File: config.mk
export PLATFORM = sky130hd
export DESIGN_NAME = fetch_unit_flat
export DESIGN_NICKNAME = d
export VERILOG_FILES = /design/src/rtl/fetch_if.sv /design/src/rtl/fetch_unit.sv /design/src/flat_wrapper.sv
export SDC_FILE = /design/constraint.sdc
export NUM_CORES = 1
export LEC_CHECK = 0
export CAP_MARGIN = 20
export CELL_PAD_IN_SITES_DETAIL_PLACEMENT = 1
export CELL_PAD_IN_SITES_GLOBAL_PLACEMENT = 1
export CORE_MARGIN = 2
export CORE_UTILIZATION = 31
export CTS_BUF_LIST = sky130_fd_sc_hd__clkbuf_8
export DETAILED_ROUTE_END_ITERATION = 7
export HOLD_SLACK_MARGIN = 0.05
export PLACE_DENSITY_LB_ADDON = 0.1
export REMOVE_ABC_BUFFERS = 1
export SETUP_SLACK_MARGIN = 0.5
export SLEW_MARGIN = 25
export SYNTH_ARGS = -nofsm -noshare
export SYNTH_HDL_FRONTEND = slang
export SYNTH_SLANG_ARGS = --single-unit
File: constraint.sdc
create_clock -name clk -period 1.22 [get_ports clk]
set_input_delay 0.244 -clock clk [delete_from_list [all_inputs] [get_ports clk]]
set_output_delay 0.244 -clock clk [all_outputs]
set_load 0.02 [all_outputs]
File: src/rtl/fetch_if.sv
// Program-memory read bus between the fetch stage (master) and instruction memory (slave).
interface fetch_if #(
    parameter int ADDR_W  = 8,
    parameter int INSTR_W = 16
);
    logic [ADDR_W-1:0]  mem_addr;
    logic               mem_rd;
    logic [INSTR_W-1:0] mem_data;
    logic               mem_ack;

    modport master (output mem_addr, output mem_rd, input mem_data, input mem_ack);
    modport slave  (input mem_addr, input mem_rd, output mem_data, output mem_ack);
endinterface

File: src/rtl/fetch_unit.sv
// Instruction fetch stage: owns PC and IR, reads one word per fetch request over a req/ack bus.
//
// state | meaning
// IDLE  | no read outstanding; accepts fetch_start or a direct PC jump
// WAIT  | read outstanding on the bus; jumps are held as a pending target
module fetch_unit #(
    parameter int ADDR_W  = 8,
    parameter int INSTR_W = 16
) (
    input  logic               clk,
    input  logic               rst,
    input  logic               fetch_start,
    input  logic               jump_load,
    input  logic [ADDR_W-1:0]  jump_target,
    fetch_if.master            mem,
    output logic [ADDR_W-1:0]  pc,
    output logic [INSTR_W-1:0] ir,
    output logic [4:0]         opcode,
    output logic               ir_valid,
    output logic               busy
);
    typedef enum logic {IDLE, WAIT} state_t;

    state_t            state;
    logic [ADDR_W-1:0] addr_q;
    logic              rd_q;
    logic              pend;
    logic [ADDR_W-1:0] pend_target;

    assign mem.mem_addr = addr_q;
    assign mem.mem_rd   = rd_q;
    assign opcode       = ir[15:11];

    always_ff @(posedge clk) begin
        if (rst) begin
            state       <= IDLE;
            pc          <= '0;
            ir          <= '0;
            addr_q      <= '0;
            rd_q        <= 1'b0;
            ir_valid    <= 1'b0;
            busy        <= 1'b0;
            pend        <= 1'b0;
            pend_target <= '0;
        end else begin
            ir_valid <= 1'b0;
            case (state)
                IDLE: begin
                    if (fetch_start) begin
                        addr_q <= jump_load ? jump_target : pc;
                        rd_q   <= 1'b1;
                        busy   <= 1'b1;
                        state  <= WAIT;
                    end else if (jump_load) begin
                        pc <= jump_target;
                    end
                end
                WAIT: begin
                    if (mem.mem_ack) begin
                        ir       <= mem.mem_data;
                        ir_valid <= 1'b1;
                        rd_q     <= 1'b0;
                        busy     <= 1'b0;
                        pend     <= 1'b0;
                        state    <= IDLE;
                        // a jump arriving with the ack beats any earlier pending one
                        if (jump_load)
                            pc <= jump_target;
                        else if (pend)
                            pc <= pend_target;
                        else
                            pc <= addr_q + 1'b1;
                    end else if (jump_load) begin
                        pend        <= 1'b1;
                        pend_target <= jump_target;
                    end
                end
                default: state <= IDLE;
            endcase
        end
    end
endmodule

File: src/flat_wrapper.sv
// flat-port wrapper written by rule: the top's interface ports become plain ports
module fetch_unit_flat 
#(
    parameter int ADDR_W  = 8,
    parameter int INSTR_W = 16
)
  (clk, rst, fetch_start, jump_load, jump_target, pc, ir, opcode, ir_valid, busy, mem_mem_addr, mem_mem_rd, mem_mem_data, mem_mem_ack);
  fetch_if #(.ADDR_W(ADDR_W), .INSTR_W(INSTR_W)) mem_i ();
  input  logic clk;
  input  logic rst;
  input  logic fetch_start;
  input  logic jump_load;
  input  logic [ADDR_W-1:0] jump_target;
  output logic [ADDR_W-1:0] pc;
  output logic [INSTR_W-1:0] ir;
  output logic [4:0] opcode;
  output logic ir_valid;
  output logic busy;
  output wire logic [$bits(mem_i.mem_addr)-1:0] mem_mem_addr;
  output wire logic [$bits(mem_i.mem_rd)-1:0] mem_mem_rd;
  input wire logic [$bits(mem_i.mem_data)-1:0] mem_mem_data;
  input wire logic [$bits(mem_i.mem_ack)-1:0] mem_mem_ack;
  assign mem_mem_addr = mem_i.mem_addr;
  assign mem_mem_rd = mem_i.mem_rd;
  assign mem_i.mem_data = mem_mem_data;
  assign mem_i.mem_ack = mem_mem_ack;
  fetch_unit #(.ADDR_W(ADDR_W), .INSTR_W(INSTR_W)) u_core (.clk(clk), .rst(rst), .fetch_start(fetch_start), .jump_load(jump_load), .jump_target(jump_target), .mem(mem_i), .pc(pc), .ir(ir), .opcode(opcode), .ir_valid(ir_valid), .busy(busy));
endmodule
==> run metrics <==
minimum clock period=1.398 ns; setup_tns=-3.719 ns; PD cells=1046 nW/um^2; Cell Area, Placed=2985 sq um; filler instances=653; Req. time, crit path=1.42 ns; Max IR drop VDD=0.6032 mV; final net count=372; port bufs=68; Die X=83.61 um; CTS Buf Count=5; Row Count=29; slowest CP cell=dfxtp_2; DR vias/cell=5.245; Die Height=83.61 um; H-tree depth=2; Max-Cap Viols=0; Main synth FF type=dfxtp_1; clock share of power=30.5%; detailed placement HPWL=4662 um; Syn Area/Cell=9.310 sq um; final antenna-violating net count=0; CP Cell Sequence=nand4_1 > buf_4 > o21a_1 > o31ai_2 > a211oi_1; Mapped Cells=211; Seq/Total Area, Yosys=44.84%; layout cell share with drive strength beyond 1=61.22%; I/O pins=69; sequential share of power=39.5%; Startpoint Class=flop; Final Wtd Congestion=0.8260; max_slew headroom=77.31%; wire per inst=20.71 um; GRT Resource Usage Total=21.90%; Via Count=2203; failing checks=negative setup slack; Worst EP arrival=1.60 ns; CTS Root Cell=clkbuf_8; largest net degree at the start of global routing=26; Net Sw Power=1.211 mW; mapped cell area=1964 sq um; count of pins over their slew limit=0; clk_skew=0.007520 ns; hold crit path type=flop to flop; maximum clock path buffer count=2; highest fanout seen on the critical path=3; actual slew at the worst max-slew pin=0.3403 ns; DRT iter0 DRCs=69; Residual DRC=0; CP endpoint kind=flop; Num Clock Sinks=44; diodes inserted=0; Ys Warns=0; Finish-stage setup viols=42; critical path type=flop to flop; Clock Latency Late Sink=0.31 ns; share of total power in combinational logic=30.0%; unrepaired setup endpoints after global routing=true; Post-synth EDFFs=0; CTS tree=done; ys async rst share=0%; total core area=6241 sq um; vias in the first global route=2388; multi-input logic area=1221 sq um; die footprint=6990 sq um; final WL=8697 um; largest stage delay on the critical path=0.36 ns; P_leak=1.654 nW; final hold vios=0; Yosys reg bits=44; global-route wire length before repair=12110 um; count of cell types in the netlist=38; status=complete, but fails checks; grt ovf=0; Storage cell area=934.6 sq um; starting density of the core=31.48%; internal power=2.852 mW; initial antenna violation count=0; Worst-path clk slew=0.09 ns; DR pass1 iterations=4; final instance area=3884 sq um; overall power=4.063 mW; Switching Fraction=29.80%; Max Fclk=0.7154 GHz; Final Worst Setup Slack=-0.1778 ns; crit share post-route=114.6%; area grow syn2layout=97.71%
## synthesized netlist by cell type, types with 4 or more instances
| cell | count | share of area, % |
|---|---|---|
| a211oi_1 | 11 | 4.2 |
| a21oi_1 | 11 | 2.8 |
| a22o_1 | 16 | 7.1 |
| buf_2 | 5 | 1.3 |
| buf_4 | 9 | 3.4 |
| dfxtp_1 | 44 | 45 |
| inv_1 | 6 | 1.1 |
| mux2i_1 | 11 | 5.6 |
| nand2_1 | 13 | 2.5 |
| nand3_1 | 5 | 1.3 |
| nor2_1 | 28 | 5.4 |
| o21a_1 | 4 | 1.5 |
| o21ai_0 | 7 | 1.8 |
## sequential cells by signal, summed over array words and instances, names as in the netlist
name / cells
u_core.ir: 16
u_core.mem.mem_addr: 8
u_core.pc: 8
u_core.pend_target: 8
u_core.busy: 1
u_core.ir_valid: 1
u_core.pend: 1
u_core.state: 1
## metrics by stage
step	util [%]	setup slack [ns]	hold WS (ns)	instances
final	62.23	-0.1778	0.4889	420
after global routing	62.23	-0.2114	0.5083	420
after CTS	58.76	-0.1376	0.4931	409
after detailed placement	47.83	-0.5781	0.4649	384
after global placement	47.83	-0.5111	0.4602	384
after floorplan	-	-0.1628	0.3131	192
## cell families after synthesis
logic type	share of synthesized area (%)
fa+ha+maj	0.6368
compound gates	22.99
xor+xnor	1.338
mux	5.605
buf+inv	7.961
flops	44.84
simple gates	16.63
## power groups by stage
stage	combinational, mW	clock [mW]	sequential [mW]
3_3_place_gp	0.829	0	1.60
5_1_grt	1.27	1.32	1.62
2_1_floorplan	0.212	0	1.72
3_5_place_dp	0.844	0	1.60
4_1_cts	1.06	1.24	1.60
6_report	1.22	1.24	1.61
## path summary, 6_finish.rpt
| kind | depth (start not counted) | slack (ns) | to | start |
|---|---|---|---|---|
| max | 5 | -0.18 | u_core.pc[6] | u_core.mem.mem_addr[2] |
| min | 1 | 0.49 | u_core.ir[3] | u_core.ir[3] |
| max reg2reg | 5 | -0.18 | u_core.pc[6] | u_core.mem.mem_addr[2] |
| min reg2reg | 1 | 0.49 | u_core.ir[3] | u_core.ir[3] |
## critical path: cells and delay by family (launching register included)
family | cells | cell delay, ns
compound gates | 3 | 0.53
buf+inv | 1 | 0.20
flops | 1 | 0.36
simple gates | 1 | 0.20
## cell usage in the layout (no fill, tap or decap), types with 3 or more instances in the layout
cell type / instances
a211oi_1: 4
a211oi_2: 7
a21oi_1: 9
a22o_1: 16
buf_12: 4
buf_4: 38
buf_6: 70
clkbuf_8: 6
clkdlybuf4s50_1: 25
dfxtp_1: 9
dfxtp_2: 31
dfxtp_4: 4
inv_1: 6
mux2i_1: 11
nand2_1: 12
nor2_1: 16
nor2_2: 5
nor2_4: 8
nor2b_4: 3
o21a_1: 4
o21ai_1: 3
o21ai_2: 4
## repair_timing
item                                    CTS  global route
setup buffers                            13            11
gates resized for setup                 354            31
cloned                                    4             0
pin swaps                                31            17
endpoints found under the setup margin   84            84
endpoints found under the hold margin     0             0
hold buffers                              0             0
## metal layers
metal / GRT usage (%) / vias to the layer above / part of all wire [%]
li1: - / 1012 / -
met1: 23.85 / 1076 / 36
met2: 41.02 / 89 / 54
met3: 5.737 / 26 / 6.2
met4: 6.891 / 0 / 3.4
met5: 0 / - / 0
## area by class of cell
type                    instances  share of cell area (%)
clock inverters                 2                  0.9987
flip-flops and latches         44                   24.07
clock buffers                   6                   2.126
repair buffers                142                   38.31
multi-input cells             143                   31.44
well taps                      77                   2.481
inverters                       6                  0.5799
Note: power is estimated with default switching activity, not from simulation.
